[src/rtl/fd_pipe_reg_if.sv]
// F/D pipeline register bus: fetch-side inputs and decode-side outputs.
//   master : fetch/hazard side (drives stall, exc_flush, instr_f, pc_f)
//   slave  : fd_pipe_reg (drives instr_d, pc_d, pc8_d, exccode_d, bd_d, valid_d)
interface fd_pipe_reg_if;
  localparam int unsigned XLEN = 32;
  localparam int unsigned EXCW = 5;

  logic            stall;
  logic            exc_flush;
  logic [XLEN-1:0] instr_f;
  logic [XLEN-1:0] pc_f;
  logic [XLEN-1:0] instr_d;
  logic [XLEN-1:0] pc_d;
  logic [XLEN-1:0] pc8_d;
  logic [EXCW-1:0] exccode_d;
  logic            bd_d;
  logic            valid_d;

  modport master (
    output stall, exc_flush, instr_f, pc_f,
    input  instr_d, pc_d, pc8_d, exccode_d, bd_d, valid_d
  );

  modport slave (
    input  stall, exc_flush, instr_f, pc_f,
    output instr_d, pc_d, pc8_d, exccode_d, bd_d, valid_d
  );
endinterface

[src/rtl/fd_pipe_reg.sv]
// F/D pipeline register of the five-stage MIPS CPU.
// Latches the fetched instruction and PC, tags fetch address errors (AdEL)
// and flags whether the held instruction sits in a branch delay slot.
// Ports:
//   clk   - system clock, rising edge
//   reset - asynchronous active-low reset
//   bus   - fd_pipe_reg_if.slave: stall, exc_flush, instr_f, pc_f in;
//           instr_d, pc_d, pc8_d (combinational pc_d+8), exccode_d, bd_d,
//           valid_d out
// Optional build macro: FD_PC_RANGE_CHECK_EN adds a PC_LO..PC_HI fetch
// range check on top of the word-alignment check.
module fd_pipe_reg #(
  parameter logic [31:0] RESET_PC = 32'h0000_3000,
  parameter logic [31:0] PC_LO    = 32'h0000_3000,
  parameter logic [31:0] PC_HI    = 32'h0000_6ffc,
  parameter logic [4:0]  EXC_ADEL = 5'd4
) (
  input  logic         clk,
  input  logic         reset,
  fd_pipe_reg_if.slave bus
);

  localparam int unsigned XLEN = 32;
  localparam int unsigned EXCW = 5;

`ifdef FD_PC_RANGE_CHECK_EN
  localparam logic RANGE_EN = 1'b1;
`else
  localparam logic RANGE_EN = 1'b0;
`endif

  logic [XLEN-1:0] ir_q,  ir_d;
  logic [XLEN-1:0] pcr_q, pcr_d;
  logic [EXCW-1:0] exc_q, exc_d;
  logic            bd_q,  bd_d;
  logic            vld_q, vld_d;

  logic misalign;
  logic out_of_range;
  logic fetch_err;

  // True for any branch or jump, i.e. the next fetched word is a delay slot.
  function automatic logic is_bj(input logic [XLEN-1:0] ins);
    logic [5:0] op;
    logic [5:0] fn;
    logic       hit;
    op  = ins[31:26];
    fn  = ins[5:0];
    hit = 1'b0;
    case (op)
      6'b000001, 6'b000010, 6'b000011,
      6'b000100, 6'b000101, 6'b000110, 6'b000111: hit = 1'b1;
      6'b000000: hit = (fn == 6'b001000) || (fn == 6'b001001);
      default:   hit = 1'b0;
    endcase
    return hit;
  endfunction

  // Fetch address error detection.
  always_comb begin
    misalign     = (bus.pc_f[1:0] != 2'b00);
    out_of_range = (bus.pc_f < PC_LO) || (bus.pc_f > PC_HI);
    fetch_err    = misalign || (RANGE_EN && out_of_range);
  end

  // Next-state: flush beats stall beats normal load.
  always_comb begin
    ir_d  = ir_q;
    pcr_d = pcr_q;
    exc_d = exc_q;
    bd_d  = bd_q;
    vld_d = vld_q;
    if (bus.exc_flush) begin
      ir_d  = '0;
      pcr_d = bus.pc_f;
      exc_d = '0;
      bd_d  = 1'b0;
      vld_d = 1'b0;
    end else if (!bus.stall) begin
      pcr_d = bus.pc_f;
      vld_d = 1'b1;
      // bd comes from the predecessor, so a squashed AdEL word still gets it.
      bd_d  = is_bj(ir_q);
      if (fetch_err) begin
        ir_d  = '0;
        exc_d = EXC_ADEL;
      end else begin
        ir_d  = bus.instr_f;
        exc_d = '0;
      end
    end
  end

  // State registers.
  always_ff @(posedge clk or negedge reset) begin
    if (!reset) begin
      ir_q  <= '0;
      pcr_q <= RESET_PC;
      exc_q <= '0;
      bd_q  <= 1'b0;
      vld_q <= 1'b0;
    end else begin
      ir_q  <= ir_d;
      pcr_q <= pcr_d;
      exc_q <= exc_d;
      bd_q  <= bd_d;
      vld_q <= vld_d;
    end
  end

  assign bus.instr_d   = ir_q;
  assign bus.pc_d      = pcr_q;
  assign bus.pc8_d     = pcr_q + XLEN'(8);
  assign bus.exccode_d = exc_q;
  assign bus.bd_d      = bd_q;
  assign bus.valid_d   = vld_q;

endmodule

[src/flat_wrapper.sv]
// flat-port wrapper written by rule: the top's interface ports become plain ports
module fd_pipe_reg_flat 
#(
  parameter logic [31:0] RESET_PC = 32'h0000_3000,
  parameter logic [31:0] PC_LO    = 32'h0000_3000,
  parameter logic [31:0] PC_HI    = 32'h0000_6ffc,
  parameter logic [4:0]  EXC_ADEL = 5'd4
)
  (clk, reset, bus_stall, bus_exc_flush, bus_instr_f, bus_pc_f, bus_instr_d, bus_pc_d, bus_pc8_d, bus_exccode_d, bus_bd_d, bus_valid_d);
  fd_pipe_reg_if bus_i ();
  input  logic clk;
  input  logic reset;
  input wire logic [$bits(bus_i.stall)-1:0] bus_stall;
  input wire logic [$bits(bus_i.exc_flush)-1:0] bus_exc_flush;
  input wire logic [$bits(bus_i.instr_f)-1:0] bus_instr_f;
  input wire logic [$bits(bus_i.pc_f)-1:0] bus_pc_f;
  output wire logic [$bits(bus_i.instr_d)-1:0] bus_instr_d;
  output wire logic [$bits(bus_i.pc_d)-1:0] bus_pc_d;
  output wire logic [$bits(bus_i.pc8_d)-1:0] bus_pc8_d;
  output wire logic [$bits(bus_i.exccode_d)-1:0] bus_exccode_d;
  output wire logic [$bits(bus_i.bd_d)-1:0] bus_bd_d;
  output wire logic [$bits(bus_i.valid_d)-1:0] bus_valid_d;
  assign bus_i.stall = bus_stall;
  assign bus_i.exc_flush = bus_exc_flush;
  assign bus_i.instr_f = bus_instr_f;
  assign bus_i.pc_f = bus_pc_f;
  assign bus_instr_d = bus_i.instr_d;
  assign bus_pc_d = bus_i.pc_d;
  assign bus_pc8_d = bus_i.pc8_d;
  assign bus_exccode_d = bus_i.exccode_d;
  assign bus_bd_d = bus_i.bd_d;
  assign bus_valid_d = bus_i.valid_d;
  fd_pipe_reg #(.RESET_PC(RESET_PC), .PC_LO(PC_LO), .PC_HI(PC_HI), .EXC_ADEL(EXC_ADEL)) u_core (.clk(clk), .reset(reset), .bus(bus_i));
endmodule
[config.mk]
export PLATFORM = sky130hd
export DESIGN_NAME = fd_pipe_reg_flat
export DESIGN_NICKNAME = d
export VERILOG_FILES = /design/src/rtl/fd_pipe_reg_if.sv /design/src/rtl/fd_pipe_reg.sv /design/src/flat_wrapper.sv
export SDC_FILE = /design/constraint.sdc
export NUM_CORES = 1
export LEC_CHECK = 0
export CORE_UTILIZATION = 35
export DETAILED_ROUTE_END_ITERATION = 8
export GPL_ROUTABILITY_DRIVEN = 0
export PLACE_DENSITY = 0.85
export SLEW_MARGIN = 0
export SYNTH_ARGS = -nofsm -noshare
export SYNTH_HDL_FRONTEND = slang
export SYNTH_SLANG_ARGS = --single-unit
[constraint.sdc]
create_clock -name clk -period 1.5 [get_ports clk]
set_input_delay 0.15 -clock clk [delete_from_list [all_inputs] [get_ports clk]]
set_output_delay 0.15 -clock clk [all_outputs]
set_load 0.05 [all_outputs]
==> results.txt <==
* Clk_lat worst skew: ~330 ps
- The post-route netlist has approximately three fifths of its cells at a drive strength greater than 1.
- The initialized floorplan defines 33 standard-cell rows.
- Across every metal layer, demand over resource in global routing totals between 20% and 30%.
* WHS: between 400 and 500 ps
* Final clock skew: around 7.0 ps
- In the routed design, unresolved DRC markers number 0.
* Static Leakage: 3.02 nW
- Most common cell in the netlist: sky130_fd_sc_hd__dfrtp_1
- TritonCTS built the clock tree.
* Outcome: finished with violations
- Data required time of the critical path: ~1400 ps
- Clock root buffer: sky130_fd_sc_hd__clkbuf_8
- In this run the standard cell core region covers between 8000 and 9000 sq um.
- STA puts the critical path data arrival time at around 2200 ps.
- Dpl hpwl: about 8200 um
- In this run, synthesis produced a sequential element count of 67.
- The max-slew violation total from the final report came to 0.
* Vertical extent of the die: 94.9 um
* Most used flip-flop cell after synthesis: sky130_fd_sc_hd__dfrtp_1
- Summed over all layers, the global routing overflow is 0.
- Based on the critical path, the design can be clocked at up to 418 MHz.
- In the final design database the tool counted between 500 and 600 nets.
- The floorplan step defined a die boundary enclosing around 9000 sq um.
- Number of cells after detailed placement: about 550
* Least setup slack across all paths after layout: -893 ps
- Counting the fill cells in the layout gives 440.
- Maximum level of the CTS H-tree: 3
- Clock-pin slew was measured on the worst setup and hold paths at around 70 ps.
- Antenna violation net count after detailed routing: 0
- Via/cell ratio: around 5.3
- Die Wd: ~95 um
- YS warnings: 0
- Area share of the largest cell type after synthesis: between 50% and 60%
* 1st-pass router iterations: 4
- The worst hold path belongs to the class primary input to register.
- The smallest clock period supported by the final layout is computed as 2390 ps.
- CP Max Fanout: 8
- Area after DPL: 6120 sq um
- From synthesis to final layout, the design area changed by 123%.
- Number of instances in the synthesized netlist: 236
- The number of failing hold endpoints at the final stage came to 0.
- Distinct cells, synth: 30
* Wire length of the first global-routing pass: 17900 um
- Sequential fraction of the synthesis area: 55.5%
* Ratio of final minimum period to clock period: 160%
- Once the floorplan was initialized, standard cells occupied a little over a third of the core.
- Buffers placed on the I/O ports in this run total between 150 and 200.
* Via total after detailed routing: between 3000 and 4000
- Top cells by area, synth: sky130_fd_sc_hd__dfrtp_1 54%, sky130_fd_sc_hd__mux2_2 12%, sky130_fd_sc_hd__a22o_1 9.3%
* Proportion of register bits with asynchronous set or reset after synthesis: 100%
* Routed wire length: between 10000 and 15000 um
* Number of inserted diodes: 0
* Aggregate negative setup slack: -16900 ps
- Worst vdd rail ir drop: 0.571 mV
- Finish-stage setup viols: 27
- Max-cap violations in this run came to 0.
- The worst setup path is launched from a register.
* Number of buffers inserted during clock tree synthesis: 9
* Post-synth EDFFs: 0
* First element of the critical path: u_core.bus.pc_d[12]
* Final non-filler cell area: a little under 7000 sq um
* Power after layout: 5.87 mW
- For this design the ratio of total power to cell area is between 800 and 900 nW/um^2.
* Post-Synthesis Cell Area: about 3000 sq um
- Excluding fillers, the count of instances in the completed layout stands at 586.
- Source of the worst hold timing path: bus_instr_f[3]
- Counting along the longest clock path gives a buffer depth of 2.
- The number of global-route vias before repair is 3182.
- STA classifies the critical path endpoint as an output port.
- Antenna violations before repair: 0
* Detailed Route Iter0 Violations: approximately 200
* Origin of the critical flop-to-flop path: u_core.bus.instr_d[2]
* Average wire per standard cell: 21.9 um
- The checks that failed: setup timing.
* Unrepaired setup endpoints after global routing: true
- Averaged over all synthesized cells, the footprint is around 13 sq um.
- Entering global routing, the biggest net connects 35 pins.
- The clock drives 67 sinks.
- Number of top-level design ports: ~170
- Synth cell count leaders: 65 x sky130_fd_sc_hd__dfrtp_1, 32 x sky130_fd_sc_hd__a22o_1, 32 x sky130_fd_sc_hd__mux2_2
- The worst setup path is of the register to output port kind.
- The biggest area contributor in the post-synthesis netlist is sky130_fd_sc_hd__dfrtp_1.
-- routing by layer --
layer  wire length (um)  vias up  global-route usage, %  part of all wire [%]
li1                   -     1340                      -                     -
met1               5160     1541                   33.2                    40
met2               6500      172                   46.2                    51
met3                873       26                   7.17                   6.8
met4                282        0                   8.21                   2.2
met5                  0        -                      0                     0
-- kinds of logic (layout without fill, tap and decap cells) --
logic type / Yosys count / in the layout / share of synthesized area, %
DFF: 67 / 67 / 55.5
and+or+nand+nor: 51 / 51 / 10.2
AOI/OAI and AO/OA: 36 / 36 / 10.1
muxes: 32 / 32 / 11.9
xor gates and xnor gates: 27 / 27 / 7.82
buffers and inverters: 21 / 263 / 3.89
adders and majority gates: 1 / 1 / 0.414
other: 1 / 4 / 0.124
-- critical path, stage by stage (launching register included) --
cell	delay (ps)
sky130_fd_sc_hd__dfstp_4	640
sky130_fd_sc_hd__nand4_4	140
sky130_fd_sc_hd__nor4_4	190
sky130_fd_sc_hd__buf_6	170
sky130_fd_sc_hd__nand4_1	280
sky130_fd_sc_hd__xnor2_4	330
sky130_fd_sc_hd__buf_12	170
-- area by class of cell --
class	count	area [sq um]	area share, %
clock buffer	13	159	2.36
clock inverter	2	35.0	0.520
inverter	4	15.0	0.223
multi-input combinational	151	1900	28.2
sequential	67	1710	25.3
tap	105	131	1.95
timing repair buffer	244	2790	41.5
-- timing repair --
action / 4_1_cts / 5_1_grt
pin swaps: 23 / 21
cloned: 0 / 0
hold endpoints to repair: 65 / 0
buffers inserted: 18 / 14
endpoints found under the setup margin: 27 / 28
hold buffers: 1 / 0
gates resized for setup: 39 / 16
-- state kept, by name (all words and copies together) (netlist names) --
name and count:
u_core.bus.instr_d 32, u_core.bus.pc_d 32, u_core.bus.bd_d 1, u_core.bus.exccode_d 1, u_core.bus.valid_d 1
-- placed cells by master, fill, tap and decap left out, drive strengths merged, types with 4 or more instances in the layout --
master	count
buf	177
clkdlybuf4s50	66
dfrtp	65
mux2	32
a22o	32
xnor2	20
clkbuf	13
nand4	10
nand3	9
nand2	8
xor2	7
nor2	7
and3	6
conb	4
inv	4
nor4	4
-- where the power goes --
part	switching (mW)	internal, mW	leakage, nW
Combinational	1.24	1.12	2.09
Clock	0.643	0.850	0.0995
Sequential	0.100	1.92	0.837
Total	1.99	3.89	3.02
-- path summary, 6_finish.rpt --
path                       slack, ps                endpoint  cells past startpoint
max                             -890           bus_pc8_d[31]                      6
min                              420   u_core.bus.instr_d[3]                      2
max reg2reg                      370         u_core.bus.bd_d                      4
min reg2reg                      510  u_core.bus.instr_d[14]                      1
max in group asynchronous        690     u_core.bus.pc_d[17]                      3
min in group asynchronous        470  u_core.bus.instr_d[29]                      3
-- through the flow --
step	setup slack, ps	util, %
4_1_cts	-766	79.6
3_5_place_dp	-491	73.7
5_1_grt	-954	81.2
6_report	-893	81.2
3_3_place_gp	-408	73.7
2_1_floorplan	-632	-
Power figures use the tool's default switching activity.
